### src/rtl/key_debounce.sv
// key_debounce
//   Debounces NUM_KEYS active-low pushbuttons and generates press, release
//   and auto-repeat pulses for each channel.
//
//   Ports
//     CLOCK_50    : single clock; every register uses its rising edge
//     RESET_N     : synchronous active-low reset
//     KEY         : raw asynchronous buttons, 0 = pressed
//     repeat_en   : enables auto-repeat on all channels
//     key_down    : debounced level, 1 = pressed
//     key_press   : 1-cycle pulse on a debounced press
//     key_release : 1-cycle pulse on a debounced release
//     key_repeat  : 1-cycle auto-repeat pulse
//     any_press   : OR of all key_press bits, same cycle
//
//   Repeat FSM (one per channel)
//     state     | meaning
//     ST_IDLE   | key released, or repeat disabled, or held since before enable
//     ST_DELAY  | key held, counting toward the first repeat pulse
//     ST_REPEAT | key held, emitting a pulse every REPEAT_PERIOD clocks
module key_debounce #(
  parameter int NUM_KEYS        = 4,
  parameter int DEBOUNCE_CYCLES = 1000000,
  parameter int REPEAT_DELAY    = 25000000,
  parameter int REPEAT_PERIOD   = 5000000
) (
  input  logic                CLOCK_50,
  input  logic                RESET_N,
  input  logic [NUM_KEYS-1:0] KEY,
  input  logic                repeat_en,
  output logic [NUM_KEYS-1:0] key_down,
  output logic [NUM_KEYS-1:0] key_press,
  output logic [NUM_KEYS-1:0] key_release,
  output logic [NUM_KEYS-1:0] key_repeat,
  output logic                any_press
);

  localparam int DW   = (DEBOUNCE_CYCLES > 2) ? $clog2(DEBOUNCE_CYCLES) : 1;
  localparam int RMAX = (REPEAT_DELAY > REPEAT_PERIOD) ? REPEAT_DELAY : REPEAT_PERIOD;
  localparam int RW   = (RMAX > 2) ? $clog2(RMAX) : 1;

  localparam logic [DW-1:0] DB_LAST     = DW'(DEBOUNCE_CYCLES - 1);
  localparam logic [RW-1:0] DELAY_LAST  = RW'(REPEAT_DELAY - 1);
  localparam logic [RW-1:0] PERIOD_LAST = RW'(REPEAT_PERIOD - 1);

  typedef enum logic [1:0] {
    ST_IDLE   = 2'd0,
    ST_DELAY  = 2'd1,
    ST_REPEAT = 2'd2
  } rpt_state_e;

  logic [NUM_KEYS-1:0]         s1_q, s1_d;
  logic [NUM_KEYS-1:0]         s2_q, s2_d;
  logic [NUM_KEYS-1:0]         stable_q, stable_d;
  logic [NUM_KEYS-1:0][DW-1:0] db_cnt_q, db_cnt_d;
  logic [NUM_KEYS-1:0][RW-1:0] rpt_cnt_q, rpt_cnt_d;
  rpt_state_e                  state_q [NUM_KEYS];
  rpt_state_e                  state_d [NUM_KEYS];
  logic [NUM_KEYS-1:0]         press_q, press_d;
  logic [NUM_KEYS-1:0]         release_q, release_d;
  logic [NUM_KEYS-1:0]         repeat_q, repeat_d;
  logic                        any_press_q, any_press_d;

  always_comb begin
    s1_d        = KEY;
    s2_d        = s1_q;
    stable_d    = stable_q;
    db_cnt_d    = db_cnt_q;
    rpt_cnt_d   = rpt_cnt_q;
    press_d     = '0;
    release_d   = '0;
    repeat_d    = '0;
    for (int i = 0; i < NUM_KEYS; i++) begin
      state_d[i] = state_q[i];
    end

    for (int i = 0; i < NUM_KEYS; i++) begin
      // Any sample matching the stable level restarts the interval.
      if (s2_q[i] == stable_q[i]) begin
        db_cnt_d[i] = '0;
      end else if (db_cnt_q[i] == DB_LAST) begin
        stable_d[i] = s2_q[i];
        db_cnt_d[i] = '0;
      end else begin
        db_cnt_d[i] = db_cnt_q[i] + 1'b1;
      end

      // Pulses are computed from the next stable value so they line up
      // with the key_down edge.
      press_d[i]   = stable_q[i] & ~stable_d[i];
      release_d[i] = ~stable_q[i] & stable_d[i];

      if (release_d[i] || !repeat_en) begin
        state_d[i]   = ST_IDLE;
        rpt_cnt_d[i] = '0;
      end else begin
        case (state_q[i])
          ST_IDLE: begin
            // Only a fresh press arms repeat; a key held before enable stays idle.
            if (press_d[i]) begin
              state_d[i]   = ST_DELAY;
              rpt_cnt_d[i] = '0;
            end
          end
          ST_DELAY: begin
            if (rpt_cnt_q[i] == DELAY_LAST) begin
              repeat_d[i]  = 1'b1;
              state_d[i]   = ST_REPEAT;
              rpt_cnt_d[i] = '0;
            end else begin
              rpt_cnt_d[i] = rpt_cnt_q[i] + 1'b1;
            end
          end
          ST_REPEAT: begin
            if (rpt_cnt_q[i] == PERIOD_LAST) begin
              repeat_d[i]  = 1'b1;
              rpt_cnt_d[i] = '0;
            end else begin
              rpt_cnt_d[i] = rpt_cnt_q[i] + 1'b1;
            end
          end
          default: begin
            state_d[i]   = ST_IDLE;
            rpt_cnt_d[i] = '0;
          end
        endcase
      end
    end

    any_press_d = |press_d;
  end

  always_ff @(posedge CLOCK_50) begin
    if (!RESET_N) begin
      s1_q        <= '1;
      s2_q        <= '1;
      stable_q    <= '1;
      db_cnt_q    <= '0;
      rpt_cnt_q   <= '0;
      press_q     <= '0;
      release_q   <= '0;
      repeat_q    <= '0;
      any_press_q <= 1'b0;
      for (int i = 0; i < NUM_KEYS; i++) begin
        state_q[i] <= ST_IDLE;
      end
    end else begin
      s1_q        <= s1_d;
      s2_q        <= s2_d;
      stable_q    <= stable_d;
      db_cnt_q    <= db_cnt_d;
      rpt_cnt_q   <= rpt_cnt_d;
      press_q     <= press_d;
      release_q   <= release_d;
      repeat_q    <= repeat_d;
      any_press_q <= any_press_d;
      for (int i = 0; i < NUM_KEYS; i++) begin
        state_q[i] <= state_d[i];
      end
    end
  end

  assign key_down    = ~stable_q;
  assign key_press   = press_q;
  assign key_release = release_q;
  assign key_repeat  = repeat_q;
  assign any_press   = any_press_q;

endmodule

### config.mk
export PLATFORM = sky130hd
export DESIGN_NAME = key_debounce
export DESIGN_NICKNAME = d
export VERILOG_FILES = /design/src/rtl/key_debounce.sv
export SDC_FILE = /design/constraint.sdc
export NUM_CORES = 1
export LEC_CHECK = 0
export CELL_PAD_IN_SITES_DETAIL_PLACEMENT = 0
export CELL_PAD_IN_SITES_GLOBAL_PLACEMENT = 2
export CORE_MARGIN = 4
export CORE_UTILIZATION = 40
export DETAILED_ROUTE_END_ITERATION = 8
export GPL_TIMING_DRIVEN = 0
export PLACE_DENSITY = 0.78
export RECOVER_POWER = 25
export SYNTH_ARGS = -nofsm -noshare
export SYNTH_HDL_FRONTEND = slang
export SYNTH_SLANG_ARGS = --single-unit
### constraint.sdc
create_clock -name CLOCK_50 -period 3.45 [get_ports CLOCK_50]
set_input_delay 0.8625 -clock CLOCK_50 [delete_from_list [all_inputs] [get_ports CLOCK_50]]
set_output_delay 0.8625 -clock CLOCK_50 [all_outputs]
set_load 0.05 [all_outputs]
==> results_dict.tcl <==
set metrics [dict create \
    status "completed" \
    routabilityCongestion 0.8019 \
    ys_seq_area_share_pct 39.66 \
    track_usage_pct 18.34 \
    skew_ns 0.009703 \
    wl_per_cell_um 16.00 \
    power.leakage_nw 4.065 \
    crit_type "input pin to flip-flop" \
    die_y_um 172.0 \
    ff2ff_setup_slack_ns 0.40 \
    syn_inst 1288 \
    grt_max_degree 13 \
    cpPeakStageDelay_ns 0.73 \
    cts_made_buffers 26 \
    crit_family "buffers and inverters" \
    drtIter0Drc 455 \
    htree_num_levels 1 \
    syn_area_um2 10750 \
    insertion_delay_ns 0.53 \
    drv_slew 0 \
    wl_um 27160 \
    cts_tree "done" \
    synth_fp_nets 1319 \
    hold_viol 0 \
    die_w_um 172.0 \
    r2r_start "db_cnt_q[12]$_SDFF_PP0_" \
    grt_pass1_vias 8815 \
    yosysMostFrequentCell "dfxtp_1" \
    crit_start "RESET_N" \
    final.min_clock_period_ns 3.183 \
    grt_util_met1_pct 26.09 \
    path_cells "clkdlybuf4s50_1, and2_1, clkbuf_1, o31ai_1, a211oi_2, buf_4, or4b_2, nand3_1" \
    ys_top_cells_by_area "dfxtp_1 40%, nand2_1 5.4%, nand3_1 5.1%" \
    tns_ns 0 \
    post-route-util_pct 46.91 \
    grt-busiest-layer "met2" \
    yosys-top-cells-count "213 x dfxtp_1, 156 x nand2_1, 141 x nor2_1, 110 x nand3_1, 53 x nor3_1" \
    ys_types 81 \
    synth_top_flop_cell "dfxtp_1" \
    coreArea_um2 26280 \
    worst_setup_path_end_kind "flip-flop" \
    worst-path-max-fanout 7 \
    placed_cells 1646 \
    fillCellCount 2643 \
    met2_usage_pct 29.70 \
    n_antenna_cell 0 \
    synth_warnings 0 \
    finalSetupViolations 0 \
    r2r-end "rpt_cnt_q[4]$_SDFFE_PP0P_" \
    drv_cap 0 \
    grt_pass1_wl_um 45230 \
    dieArea_um2 29570 \
    path_clk_slew_ns 0.05 \
    critPathLaunchType "input pin" \
    ant_nets 0 \
    synth_edf_count 0 \
    final_nets 1373 \
    fin_cells 1697 \
    max_slew_margin_pct 38.72 \
    rows 59 \
    io_buffers 23 \
    crit_path_top_delay_cell "clkdlybuf4s50_1" \
    viasPerCell 5.513 \
    max_freq_mhz 314.2 \
    dpl-instance-area_um2 11400 \
    power-per-cell-area_nw_per_um2 438.8 \
    grt_antenna_before_repair 0 \
    clockRootBuffer "clkbuf_16" \
    critical_path_arrival_ns 3.65 \
    remaining_drc_errors 0 \
    critPathRequiredTime_ns 3.92 \
    drt_pre_antenna_iters 6 \
    use_met3_pct 2.446 \
    fin_area_um2 12330 \
    worst-path-stages 8 \
    endpoint "rpt_cnt_q[46]$_SDFFE_PP0P_" \
    hold_start "s1_q[1]$_SDFF_PN1_" \
    vdd_drop_max_v 0.0003454 \
    path_buf_inv 3 \
    async_reset_ff_share_pct 0 \
    avgSynthCellArea_um2 8.348 \
    syn_to_final_growth_pct 14.64 \
    ff2ff_path_depth 7 \
    hold_path_class "flip-flop to flip-flop" \
    yosysTopAreaCell "dfxtp_1" \
    rsz0062_at_grt "false" \
    drive_gt1_share_pct 8.223 \
    initial_core_util_pct 40.92 \
    timing.final.crit_share_pct 92.26 \
    ctsHoldBuffers 0 \
    dp.final_hpwl_um 19320 \
    cts_buffer_depth 3 \
    cts.sinks 213 \
    synth.ff_latch_count 213 \
    tightest_slew_ns 0.9108 \
    num_vias 9356 \
    netlist.area_leader.share_pct 39.66 \
    overflow 0 \
    ioPinCount 24 \
]
routing by layer:
| layer | share of wire (%) | wire length, um |
|---|---|---|
| met1 | 50 | 13480 |
| met5 | 0 | 0 |
| met3 | 3.2 | 862 |
| met2 | 45 | 12160 |
| met4 | 2.4 | 651 |
cell type report:
class	instances	area (um^2)	share of cell area [%]
Clock inverter	9	122.6	0.9947
Inverter	44	165.2	1.340
Sequential cell	213	4264	34.59
Clock buffer	39	790.8	6.415
Timing Repair Buffer	26	250.2	2.030
Multi-Input combinational cell	988	6126	49.70
Tap cell	335	419.2	3.400
Buffer	43	188.9	1.533
worst register-to-register path, delay by kind of cell (launching register included):
| family | cells | cell delay (ns) |
|---|---|---|
| AOI/OAI and AO/OA | 3 | 0.88 |
| buffers and inverters | 1 | 0.36 |
| and+or+nand+nor | 3 | 1.36 |
| DFF | 1 | 0.34 |
placed cells by master (no fill, tap or decap), types with 10 or more instances in the layout:
master and instances:
a211o_1 14, a21oi_1 17, a22oi_1 12, a31oi_1 10, and2_1 15, and3_1 35
and4_1 13, buf_2 10, clkbuf_1 35, clkbuf_16 27, clkdlybuf4s50_1 23, dfxtp_1 213
ha_1 24, inv_1 44, nand2_1 156, nand2b_1 12, nand3_1 110, nand4_1 46
nand4b_1 10, nor2_1 141, nor3_1 53, nor4_1 23, o21ai_0 18, o311ai_0 22
o31ai_1 21, or2_2 14, or3_1 17, xnor2_1 28, xor2_1 48
per-stage QoR:
step                setup slack [ns]  hold WS [ns]  power, mW
floorplan                     0.9399        0.3863      2.565
global placement             -0.6489        0.3978      2.602
detailed placement           -0.6981        0.3965      2.601
CTS                           0.1027        0.4106      5.513
global route                 0.04592        0.4269      5.607
finish                        0.2671        0.4062      5.409
kinds of logic after synthesis:
kind of cell / after synthesis / synth area share [%]
AOI/OAI and AO/OA: 181 / 13.20
xor gates and xnor gates: 76 / 6.190
adders and majority gates: 24 / 2.793
buffers and inverters: 87 / 3.363
DFF: 213 / 39.66
muxes: 4 / 0.3724
and+or+nand+nor: 703 / 34.43
power by group:
part	leakage (nW)	internal, mW	total (mW)	switching, mW
Sequential	1.72	2.47	2.47	0.00315
Combinational	1.90	0.0210	0.0766	0.0556
Clock	0.451	1.80	2.86	1.07
worst min path at each step:
stage	cells after the start	end	slack [ns]
after floorplan	1	s2_q[0]$_SDFF_PN1_	0.39
after global placement	1	s2_q[1]$_SDFF_PN1_	0.40
after detailed placement	1	s2_q[3]$_SDFF_PN1_	0.40
after CTS	1	s2_q[1]$_SDFF_PN1_	0.41
after global routing	1	s2_q[1]$_SDFF_PN1_	0.43
final	1	s2_q[1]$_SDFF_PN1_	0.41
registers in the layout, summed over array words and instances, names as in the netlist:
signal / count
s1_q: 4
stable_q: 4
key_release: 4
key_press: 4
state_q: 8
key_repeat: 4
any_press: 1
db_cnt_q: 80
rpt_cnt_q: 100
s2_q: 4
timing repair:
item / CTS / global route
gates resized for setup: 1 / 1
setup buffers: 0 / 2
gates cloned: 0 / 0
pin swaps: 0 / 1
hold endpoints to repair: 0 / 0
endpoints found under the setup margin: 11 / 13
Power figures use the tool's default switching activity.
